===== src/rtl/coord_cmd_loader.sv =====
// SPI-style serial command loader: receives 16-bit words, queues them in a 2-entry FIFO and
// issues each one to coord_control as a single-cycle ctrl/value pulse. Optional COORD_CMD_VBLANK_SYNC_EN.
module coord_cmd_loader (
    input  logic        clk,
    input  logic        rst_n,
    input  logic        spi_sck,
    input  logic        spi_mosi,
    input  logic        spi_cs_n,
    input  logic        vblank,
    output logic [2:0]  ctrl,
    output logic [12:0] value,
    output logic        cmd_pending,
    output logic        ovf_err,
    output logic        frame_err
);

    localparam logic [2:0] CTRL_NONE = 3'b011;
    // Synchroniser reset values, ordered {cs_n, mosi, sck}.
    localparam logic [2:0] SYNC_RST  = 3'b100;

    logic [2:0] sync_in;
    logic [2:0] sync_bit;

    assign sync_in = {spi_cs_n, spi_mosi, spi_sck};

    genvar gi;
    generate
        for (gi = 0; gi < 3; gi++) begin : g_sync
            logic meta_reg;
            logic stage_reg;
            always_ff @(posedge clk or negedge rst_n) begin
                if (!rst_n) begin
                    meta_reg  <= SYNC_RST[gi];
                    stage_reg <= SYNC_RST[gi];
                end else begin
                    meta_reg  <= sync_in[gi];
                    stage_reg <= meta_reg;
                end
            end
            assign sync_bit[gi] = stage_reg;
        end
    endgenerate

    logic sck_s, mosi_s, cs_n_s;
    assign sck_s  = sync_bit[0];
    assign mosi_s = sync_bit[1];
    assign cs_n_s = sync_bit[2];

    logic        sck_prev_reg;
    logic        cs_prev_reg;
    logic [1:0]  settle_reg;
    logic        armed_reg;
    logic        in_word_reg;
    logic [15:0] shift_reg;
    logic [4:0]  bit_cnt_reg;

    logic sck_rise, cs_fall, cs_rise;
    logic word_start, word_end, shift_en;
    logic push_req, bad_frame;

    assign sck_rise   = sck_s & ~sck_prev_reg;
    assign cs_fall    = cs_prev_reg & ~cs_n_s;
    assign cs_rise    = ~cs_prev_reg & cs_n_s;
    // A word only counts if its cs_n fall was seen after the synchronisers carried real samples,
    // so a word already in flight when reset releases is silently discarded.
    assign word_start = cs_fall & armed_reg;
    assign shift_en   = sck_rise & ~cs_n_s & (in_word_reg | word_start);
    assign word_end   = cs_rise & in_word_reg;
    assign push_req   = word_end & (bit_cnt_reg == 5'd16);
    assign bad_frame  = word_end & (bit_cnt_reg != 5'd0) & (bit_cnt_reg != 5'd16);

    always_ff @(posedge clk or negedge rst_n) begin
        if (!rst_n) begin
            sck_prev_reg <= 1'b0;
            cs_prev_reg  <= 1'b1;
            settle_reg   <= 2'd0;
            armed_reg    <= 1'b0;
            in_word_reg  <= 1'b0;
            shift_reg    <= 16'd0;
            bit_cnt_reg  <= 5'd0;
        end else begin
            sck_prev_reg <= sck_s;
            cs_prev_reg  <= cs_n_s;
            if (settle_reg != 2'd2)
                settle_reg <= settle_reg + 2'd1;
            if (settle_reg == 2'd2 && cs_n_s)
                armed_reg <= 1'b1;
            if (word_start)
                in_word_reg <= 1'b1;
            else if (cs_rise)
                in_word_reg <= 1'b0;
            if (shift_en)
                shift_reg <= {shift_reg[14:0], mosi_s};
            if (word_start)
                bit_cnt_reg <= shift_en ? 5'd1 : 5'd0;
            else if (shift_en && bit_cnt_reg != 5'd17)
                bit_cnt_reg <= bit_cnt_reg + 5'd1;
        end
    end

    logic issue_gate;
`ifdef COORD_CMD_VBLANK_SYNC_EN
    assign issue_gate = vblank;
`else
    logic unused_vblank;
    assign unused_vblank = vblank;
    assign issue_gate    = 1'b1;
`endif

    logic [15:0] mem_reg [0:1];
    logic        wr_ptr_reg;
    logic        rd_ptr_reg;
    logic [1:0]  fifo_cnt_reg;
    logic        pop, push_ok, ovf_set, flag_clr;
    logic [15:0] head;

    assign pop         = (fifo_cnt_reg != 2'd0) & issue_gate;
    // A full FIFO still accepts a word when the head leaves in the same cycle.
    assign push_ok     = push_req & ((fifo_cnt_reg != 2'd2) | pop);
    assign ovf_set     = push_req & ~push_ok;
    assign head        = mem_reg[rd_ptr_reg];
    assign flag_clr    = pop & (head[15:13] == CTRL_NONE) & head[0];
    assign cmd_pending = (fifo_cnt_reg != 2'd0);

    always_ff @(posedge clk) begin
        if (push_ok)
            mem_reg[wr_ptr_reg] <= shift_reg;
    end

    logic [2:0]  ctrl_reg;
    logic [12:0] value_reg;
    logic        ovf_reg;
    logic        frame_reg;

    always_ff @(posedge clk or negedge rst_n) begin
        if (!rst_n) begin
            wr_ptr_reg   <= 1'b0;
            rd_ptr_reg   <= 1'b0;
            fifo_cnt_reg <= 2'd0;
            ctrl_reg     <= CTRL_NONE;
            value_reg    <= 13'd0;
            ovf_reg      <= 1'b0;
            frame_reg    <= 1'b0;
        end else begin
            if (push_ok)
                wr_ptr_reg <= ~wr_ptr_reg;
            if (pop)
                rd_ptr_reg <= ~rd_ptr_reg;
            case ({push_ok, pop})
                2'b10:   fifo_cnt_reg <= fifo_cnt_reg + 2'd1;
                2'b01:   fifo_cnt_reg <= fifo_cnt_reg - 2'd1;
                default: fifo_cnt_reg <= fifo_cnt_reg;
            endcase
            ctrl_reg  <= pop ? head[15:13] : CTRL_NONE;
            value_reg <= pop ? head[12:0]  : 13'd0;
            // Set wins over a clear issued in the same cycle.
            ovf_reg   <= ovf_set   | (ovf_reg   & ~flag_clr);
            frame_reg <= bad_frame | (frame_reg & ~flag_clr);
        end
    end

    assign ctrl      = ctrl_reg;
    assign value     = value_reg;
    assign ovf_err   = ovf_reg;
    assign frame_err = frame_reg;

endmodule


===== config.mk =====
export PLATFORM = sky130hd
export DESIGN_NAME = coord_cmd_loader
export DESIGN_NICKNAME = d
export VERILOG_FILES = /design/src/rtl/coord_cmd_loader.sv
export SDC_FILE = /design/constraint.sdc
export NUM_CORES = 1
export LEC_CHECK = 0
export BUFFER_PORTS_ARGS = -buffer_cell sky130_fd_sc_hd__buf_4
export CAP_MARGIN = 5
export CORE_MARGIN = 5
export CORE_UTILIZATION = 63
export CTS_CLUSTER_SIZE = 20
export DETAILED_ROUTE_END_ITERATION = 16
export GPL_TIMING_DRIVEN = 0
export HOLD_SLACK_MARGIN = 0.12
export PLACE_DENSITY = 0.83
export SKIP_LAST_GASP = 1
export SLEW_MARGIN = 20
export SYNTH_ARGS = -nofsm -noshare
export SYNTH_HDL_FRONTEND = slang
export SYNTH_SLANG_ARGS = --single-unit

===== constraint.sdc =====
create_clock -name clk -period 5.1 [get_ports clk]
set_input_delay 0 -clock clk [delete_from_list [all_inputs] [get_ports clk]]
set_output_delay 0 -clock clk [all_outputs]
set_load 0.005 [all_outputs]

# ---- Word level (Yosys, flattened, before mapping)
# Memory sizes are Yosys's and may differ from the RTL's.
# Index checks and enable logic that the tools add are counted.
dict set report classes {
  div_mod_pow 0
  n_mux 10
  n_mul 0
  n_eq_ne 9
  n_reduce_logical 7
  n_lt_le_gt_ge 0
  n_addsub 4
  shifts 0
  bitwise_logic 27
}
# operator n
set op_table {}
lappend op_table {{AND 1 bit} 16}
lappend op_table {{2-to-1 mux 13 bit} 1}
lappend op_table {{2-to-1 mux 5 bit} 2}
lappend op_table {{!= test 5 bit (second input constant)} 2}
lappend op_table {{nonzero test 2 bit} 4}
lappend op_table {{inverter 1 bit} 7}
lappend op_table {{adder 5 x 1 -> 5 bit (second input constant)} 1}
lappend op_table {{== test 5 bit (second input constant)} 1}
lappend op_table {{2-to-1 mux 1 bit} 5}
lappend op_table {{nonzero test 5 bit} 1}
lappend op_table {{adder 2 x 1 -> 2 bit (second input constant)} 2}
lappend op_table {{== test 2 bit (second input constant)} 2}
lappend op_table {{!= test 2 bit (second input constant)} 2}
lappend op_table {{bitwise OR 1 bit} 4}
lappend op_table {{one-hot mux 2 bit (2 select lines)} 1}
lappend op_table {{== test 3 x 2 -> 1 bit (second input constant)} 1}
lappend op_table {{2-to-1 mux 3 bit} 1}
lappend op_table {{== test 2 x 1 -> 1 bit (second input constant)} 1}
lappend op_table {{logical AND 1 bit} 2}
lappend op_table {{subtractor 2 x 1 -> 2 bit (second input constant)} 1}
dict set report totals {
  elab_cells 78
  latch_bits 0
  mem_bits_rw 32
  memories 1
  input_bits 6
  mem_bits_ro 0
  regBits 55
}
# name depth word_bits rd rd_clocked_by_memory_dff wr line
set memory_table {}
lappend memory_table {mem_reg 2 16 1 0 1 110} ;# logic [15:0] mem_reg [0:1];

# ---- Longest topological paths before layout
# Gate-level depths: netlist of the first run.
dict set report logic_depth {
  word_depth 8
  ltp_mapped 5
  depth_no_buf 5
}

# ---- Worst setup path before layout of the first run
# Ideal clock, no wire load.
dict set report synth_path {
  path_kind {flip-flop to flip-flop}
  start {reg bit_cnt_reg[0]}
  end {mem mem_reg[1][0] (enable)}
  setup_ps 389
  path_stages_with_launch 6
  arrival_ps 1804
  path_slack_ps 2907
  period_less_slack_ps 2193
  t_required_ps 4711
  path_cell_list {dfrtp_1 > inv_1 > ha_1 > nor3b_1 > nand4_1 > nor2_1}
}
dict set report synth_via {
  elab_chain_cells 5
}
# element line
set synth_lines {}
lappend synth_lines {{from (decl)} 55} ;# logic [4:0] bit_cnt_reg;
lappend synth_lines {{from (signal assigned)} 95} ;# bit_cnt_reg <= shift_en ? 5'd1 : 5'd0;
lappend synth_lines {{from (signal assigned)} 97} ;# bit_cnt_reg <= bit_cnt_reg + 5'd1;
lappend synth_lines {{== test 5 bit} 69} ;# assign push_req = word_end & (bit_cnt_reg == 5'd16);
lappend synth_lines {{AND 1 bit} 69}
lappend synth_lines {{AND 1 bit} 119} ;# assign push_ok = push_req & ((fifo_cnt_reg != 2'd2) | pop);
lappend synth_lines {{2-to-1 mux 1 bit} 126} ;# if (push_ok)
lappend synth_lines {{2-to-1 mux 1 bit (not written as such)} 127} ;# mem_reg[wr_ptr_reg] <= shift_reg;
lappend synth_lines {{to (decl)} 110}
# Every way passes these cells.

# ---- Worst setup path in the final report of the first run
dict set report layout_path {
  start {reg bit_cnt_reg[0]}
  end {mem mem_reg[1][4] (enable)}
}
# The elaborated chain is that of the path after synthesis.

==> flow_summary.toml, run 1 <==
[critical_path]
slowest_stage = "nor2_2"
critical_path.top_delay_family = "simple AND/OR/NAND/NOR gates"
path_cells = "inv_1 > ha_1 > nor3b_1 > nand4_1 > nor2_2"
path_buf_inv = 1
cp-end-kind = "flip-flop"
arrival_ps = 2390
reg2reg_slack_ps = 2680
r2r-start = "bit_cnt_reg[0]$_DFFE_PN0P_"
crit_required_ps = 5070
cp_max_fo = 16
regToRegEndpoint = "mem_reg[1][4]$_DFFE_PP_"
cp_slowest_stage_delay_ps = 740
reg2regPathDepth = 5
path_class = "reg2reg"
cp-start-kind = "flip-flop"

[routing]
vias = 1636
routed_via_density = 5.29
first_pass_iters = 4
drcViolationCount = 0
drt_wl_total_um = 4760
wl_per_cell_um = 15.4
drtIter0Drc = 48
ant_nets = 0

[die]
dieArea_um2 = 6580
die_h_um = 81.1
ios = 25
die_w_um = 81.1
placementRows = 25
core_region_area_um2 = 4820
start_util = 0.661

[global_route]
grt_pass1_wl_um = 8320
globalRouteOverflowTotal = 0
antenna_found_initial = 0
track_usage = 0.176
grt_start_max_net_pins = 56
grt_pass1_vias = 1790

[logic_synthesis]
syn-num-nets = 209
syn_inst = 199
synth_area_um2 = 3190
seq_area_frac_synth = 0.736
synth-seq-cells = 87
yosysWarnings = 0
avgSynthCellArea_um2 = 16.0
netlist-cell-type-count = 37

[clock_tree]
clkLatencyLatePin_ps = 350
cts_htree_levels = 3
cts_tree = "yes"
cts_sinks = 87
clkTransAtPathRegs_ps = 80
postCtsSetupBuffers = 0
cts-root-buf = "clkbuf_8"
numCtsBuffers = 9
clk_path_buf_depth = 2

[pwr]
p_int_mw = 1.02
power.share.sequential = 0.614
switchingPower_uw = 280
powerDensity_nw_per_um2 = 354
leakage_nw = 1.54
switching_share = 0.215
power_frac_comb = 0.051
max-vdd-ir-drop_uv = 264
power_frac_clock = 0.335

[placement]
io_buffers = 23
post-dp-hpwl_um = 3080
gp_congestion = 0.776
pre_cts_ws_ps = 2680

[outcome]
status = "complete, no violations"

[finish]
num_antenna_cells = 0
regArea_um2 = 2340
syn2layout_area_growth_pct = 15.3
drive_gt1_frac = 0.277
largest_reg_flops = 32
fill_cells = 306
multi_input_area_um2 = 781
fin_nets = 247
post-route-util = 0.763

[min_path]
hp-class = "in2async"

[sta]
worst_pin_slew_ps = 831
rsz0062_at_grt = "no"
hold_slack_ps = 235
skew_ps = 6.31
setup-violations-final = 0
tns_ps = 0
final.setup.worst_slack_ps = 2680
fin_crit_ps = 2420
finalCritPeriodShare = 0.475
slew_viol_final = 0
max-slew-margin-rel = 0.446
max_freq_mhz = 413
hold_viol_final = 0

[job]
cap_violations = 0
cell families after synthesis:
| kind of cell | after synthesis | synth area share |
|---|---|---|
| muxes | 34 | 0.113 |
| DFF | 87 | 0.736 |
| and+or+nand+nor | 44 | 0.0735 |
| adders and majority gates | 4 | 0.0157 |
| buffers and inverters | 13 | 0.0208 |
| AOI/OAI and AO/OA | 13 | 0.0302 |
| xor gates and xnor gates | 4 | 0.0110 |
power by group through the flow:
stage               sequential (mW)  clock, mW  combinational, mW
finish                        0.799      0.436             0.0666
global route                  0.806      0.476             0.0765
CTS                           0.800      0.442             0.0684
detailed placement            0.814          0             0.0658
global placement              0.811          0             0.0621
floorplan                     0.805          0             0.0424
placed cells by master, fill, tap and decap left out, drive strengths merged, types with 3 or more instances in the layout:
master | Yosys | routed
edfxtp | 32 | 32
nor2 | 19 | 19
nor2b | 3 | 3
dfstp | 5 | 5
dlygate4sd3 | 0 | 4
xnor2 | 4 | 4
mux2i | 18 | 18
clkbuf | 1 | 14
ha | 4 | 4
a21boi | 3 | 3
inv | 8 | 8
nand2 | 7 | 7
buf | 4 | 27
mux2 | 16 | 16
dfrtp | 50 | 50
cell usage after synthesis:
master     number  area share
dfrtp_1        50        0.39
edfxtp_1       32        0.30
mux2i_1        18       0.057
nor2_1         18       0.021
mux2_2         16       0.057
inv_1           8      0.0094
nand2_1         7      0.0082
dfstp_2         5       0.041
ha_1            4       0.016
xnor2_1         4       0.011
nor2b_1         3      0.0059
a21boi_1        2      0.0047
buf_2           2      0.0031
buf_6           2      0.0071
nand3_1         2      0.0031
nor3_1          2      0.0031
o21ai_0         2      0.0031
o31ai_1         2      0.0047
or4_1           2      0.0047
a211o_1         1      0.0027
a211oi_1        1      0.0024
a21boi_0        1      0.0024
a21o_1          1      0.0024
a21oi_2         1      0.0027
clkbuf_1        1      0.0012
nand2b_1        1      0.0020
nand3b_1        1      0.0024
nand4_1         1      0.0020
nand4b_1        1      0.0027
nand4bb_1       1      0.0035
nor2_4          1      0.0035
nor3b_1         1      0.0024
nor4b_1         1      0.0027
nor4bb_1        1      0.0031
o22ai_1         1      0.0020
o311a_1         1      0.0031
or3b_1          1      0.0027
worst max path at each step:
stage / startpoint / to / depth (start not counted)
3_5_place_dp: bit_cnt_reg[0]$_DFFE_PN0P_ / mem_reg[0][6]$_DFFE_PP_ / 5
4_1_cts: bit_cnt_reg[0]$_DFFE_PN0P_ / mem_reg[0][14]$_DFFE_PP_ / 5
6_report: bit_cnt_reg[0]$_DFFE_PN0P_ / mem_reg[1][4]$_DFFE_PP_ / 5
2_1_floorplan: bit_cnt_reg[0]$_DFFE_PN0P_ / mem_reg[1][0]$_DFFE_PP_ / 5
3_3_place_gp: bit_cnt_reg[0]$_DFFE_PN0P_ / mem_reg[0][6]$_DFFE_PP_ / 5
5_1_grt: bit_cnt_reg[0]$_DFFE_PN0P_ / mem_reg[0][9]$_DFFE_PP_ / 5
per-stage QoR:
step           std cells  instance area (um2)  power, mW
6_report             309                 3670       1.30
4_1_cts              309                 3670       1.31
5_1_grt              309                 3670       1.36
2_1_floorplan        199                 3190      0.847
3_5_place_dp         289                 3450      0.880
3_3_place_gp         289                 3440      0.873
routing by layer:
metal,up-vias,global-route usage,part of all wire
li1,778,-,-
met5,-,0,0
met2,25,0.308,0.52
met3,10,0.0399,0.033
met1,823,0.196,0.42
met4,0,0.101,0.023
cell type report:
class                   instances  area share
plain buffers                   5     0.00988
clock buffers                  13      0.0460
clock inverters                 3     0.00477
inverters                       8     0.00817
multi-input cells              99       0.213
flip-flops and latches         87       0.638
well taps                      67      0.0228
repair buffers                 27      0.0579
timing repair:
| action | 4_1_cts | 5_1_grt |
|---|---|---|
| hold buffers | 4 | 0 |
| setup endpoints to repair | 0 | 0 |
| gates resized for setup | 0 | 0 |
| endpoints found under the hold margin | 58 | 0 |
(Power assumes the default switching activity.)
==> run 2, diff against run 1 <==
--- a/config.mk
+++ b/config.mk
@@ -5,15 +5,16 @@
 export SDC_FILE = /design/constraint.sdc
 export NUM_CORES = 1
 export LEC_CHECK = 0
+export ABC_AREA = 1
 export BUFFER_PORTS_ARGS = -buffer_cell sky130_fd_sc_hd__buf_4
 export CAP_MARGIN = 5
 export CORE_MARGIN = 5
-export CORE_UTILIZATION = 63
+export CORE_UTILIZATION = 53
 export CTS_CLUSTER_SIZE = 20
 export DETAILED_ROUTE_END_ITERATION = 16
 export GPL_TIMING_DRIVEN = 0
 export HOLD_SLACK_MARGIN = 0.12
-export PLACE_DENSITY = 0.83
+export PLACE_DENSITY = 0.75
 export SKIP_LAST_GASP = 1
 export SLEW_MARGIN = 20
 export SYNTH_ARGS = -nofsm -noshare
==> constraint.sdc (replaced) <==
create_clock -name clk -period 2.1 [get_ports clk]
set_input_delay 0 -clock clk [delete_from_list [all_inputs] [get_ports clk]]
set_output_delay 0 -clock clk [all_outputs]
set_load 0.005 [all_outputs]
==> flow_summary.toml, run 2 <==
[outcome]
status = "complete, no violations"

[critical_path]
cp_slowest_stage_delay_ps = 580
r2r-start = "cs_n_s$_DFF_PN1_"
critical_path.top_delay_family = "simple AND/OR/NAND/NOR gates"
cp-start-kind = "flip-flop"
arrival_ps = 1830
cp_max_fo = 16
cp-end-kind = "flip-flop"
reg2reg_slack_ps = 270
crit_required_ps = 2100
path_cells = "nand2_1 > nor2_1 > nand3_2 > nor2_4"
path_buf_inv = 0
regToRegEndpoint = "mem_reg[1][6]$_DFFE_PP_"
slowest_stage = "dfstp_2"
path_class = "reg2reg"
reg2regPathDepth = 4

[logic_synthesis]
seq_area_frac_synth = 0.720
syn_inst = 281
yosysMostFrequentCell = "nand2_1"
synth-edff-count = 32
synth-seq-cells = 87
netlist-cell-type-count = 26
avgSynthCellArea_um2 = 11.6
synth_top_area_share = 0.384
synth_ff_type = "dfrtp_1"
async_flop_share = 0.632
syn-num-nets = 291
synthTopCellsByCount = "99 x nand2_1, 50 x dfrtp_1, 32 x edfxtp_1"
netlist_top_cells_area = "dfrtp_1 38%, edfxtp_1 30%, nand2_1 11%, dfstp_2 4.0%, inv_1 2.5%"
yosysWarnings = 0
synth_largest_area_cell = "dfrtp_1"
synth_area_um2 = 3260

[sta]
tns_ps = 0
max-slew-margin-rel = 0.550
max_freq_mhz = 545
rsz0062_at_grt = "no"
setup-violations-final = 0
skew_ps = 11.5
finalCritPeriodShare = 0.874
final.setup.worst_slack_ps = 265
fin_crit_ps = 1830
worst_pin_slew_ps = 675
hold_viol_final = 0
slew_viol_final = 0

[clock_tree]
cts_htree_levels = 3
clk_path_buf_depth = 2
numCtsBuffers = 9
cts_sinks = 87
clkLatencyLatePin_ps = 360
cts_tree = "yes"
clkTransAtPathRegs_ps = 80
cts-root-buf = "clkbuf_8"

[global_route]
grt_pass1_wl_um = 8470
grt_pass1_vias = 1768
globalRouteOverflowTotal = 0
track_usage = 0.146
grt_start_max_net_pins = 56
antenna_found_initial = 0

[job]
cap_violations = 0

[finish]
layout_common_cells = "99 x nand2_1, 50 x dfrtp_1, 32 x edfxtp_1"
largest_reg_flops = 32
instances_no_fill = 399
fill_cells = 446
stdcell_area_um2 = 3780
num_antenna_cells = 0
drive_gt1_frac = 0.188
fin_nets = 329
syn2layout_area_growth_pct = 16.1
final_common_cell = "nand2_1"

[routing]
ant_nets = 0
routed_via_density = 4.82
first_pass_iters = 4
drcViolationCount = 0
drtIter0Drc = 63
wl_per_cell_um = 12.7
vias = 1922
drt_wl_total_um = 5090

[pwr]
max-vdd-ir-drop_uv = 589
power_mw = 3.19
leakage_nw = 1.80
powerDensity_nw_per_um2 = 844

[placement]
place_area_um2 = 3530
gp_congestion = 0.817
post-dp-hpwl_um = 3280
pre_cts_ws_ps = 13.7
io_buffers = 23
dp_cells = 379

[die]
placementRows = 28
die_w_um = 88.4
die_h_um = 88.4
ios = 25
start_util = 0.547
dieArea_um2 = 7810
core_region_area_um2 = 5960

[min_path]
hp-class = "in2async"
-- run 2: cell types whose count changed after synthesis, moves of 4 or more --
cell     before  now
nand3_1       2    7
inv_1         8   22
nand2_1       7   99
mux2i_1      18    0
a21oi_1       0   13
o21ai_0       2    6
mux2_2       16    0
-- run 2: worst max-delay path by stage --
stage,cells past startpoint,start,slack [ps],end
after floorplan,4,cs_n_s$_DFF_PN1_,100,mem_reg[1][0]$_DFFE_PP_
after global placement,4,cs_n_s$_DFF_PN1_,-340,mem_reg[1][4]$_DFFE_PP_
after detailed placement,4,cs_n_s$_DFF_PN1_,10,mem_reg[1][5]$_DFFE_PP_
after CTS,4,cs_n_s$_DFF_PN1_,0.9,mem_reg[0][6]$_DFFE_PP_
after global routing,4,cs_n_s$_DFF_PN1_,150,mem_reg[1][8]$_DFFE_PP_
final,4,cs_n_s$_DFF_PN1_,270,mem_reg[1][6]$_DFFE_PP_
-- run 2: per-layer routing --
metal	part of all wire	GRT usage	vias to the layer above	wire length (um)
met1	0.43	0.184	913	2180
met5	0	0	-	0
met4	0.019	0.0577	0	95
met2	0.51	0.236	29	2580
li1	-	-	971	-
met3	0.044	0.0475	9	225
-- run 2: through the flow --
stage          utilization  hold WS, ps
3_5_place_dp         0.592         93.0
2_1_floorplan            -         -296
5_1_grt              0.635          288
3_3_place_gp         0.591         79.9
6_report             0.635          228
4_1_cts              0.633          244
-- run 2: logic make-up (layout without fill, tap and decap cells) --
logic type	count (synthesis)	count (layout)	synth area share
buf+inv	32	75	0.0430
flops	87	87	0.720
fa+ha+maj	4	4	0.0154
compound gates	22	22	0.0361
simple gates	131	131	0.172
xor+xnor	5	5	0.0135
-- run 2: layout make-up --
type,instances,area [um2],area share
flip-flops and latches,87,2340,0.620
multi-input cells,162,787,0.208
repair buffers,27,213,0.0563
clock inverters,7,80.1,0.0212
well taps,75,93.8,0.0248
clock buffers,9,124,0.0328
inverters,25,93.8,0.0248
plain buffers,7,46.3,0.0122
-- run 2: timing repair --
action                                  CTS  global route
buffers inserted                          0             0
gates resized for setup                   0             2
endpoints found under the hold margin    58             0
endpoints found under the setup margin    0            32
hold buffers                              4             0
-- run 2: worst reg2reg max path, stage by stage (launching register included) --
cell,delay (ps)
dfstp_2,580
nand2_1,80
nor2_1,170
nand3_2,220
nor2_4,440
-- run 2: power by group --
part,internal [mW],switching (mW),total (mW)
Sequential,1.83,0.0552,1.88
Clock,0.561,0.609,1.17
Combinational,0.0540,0.0822,0.136
Total,2.44,0.747,3.19
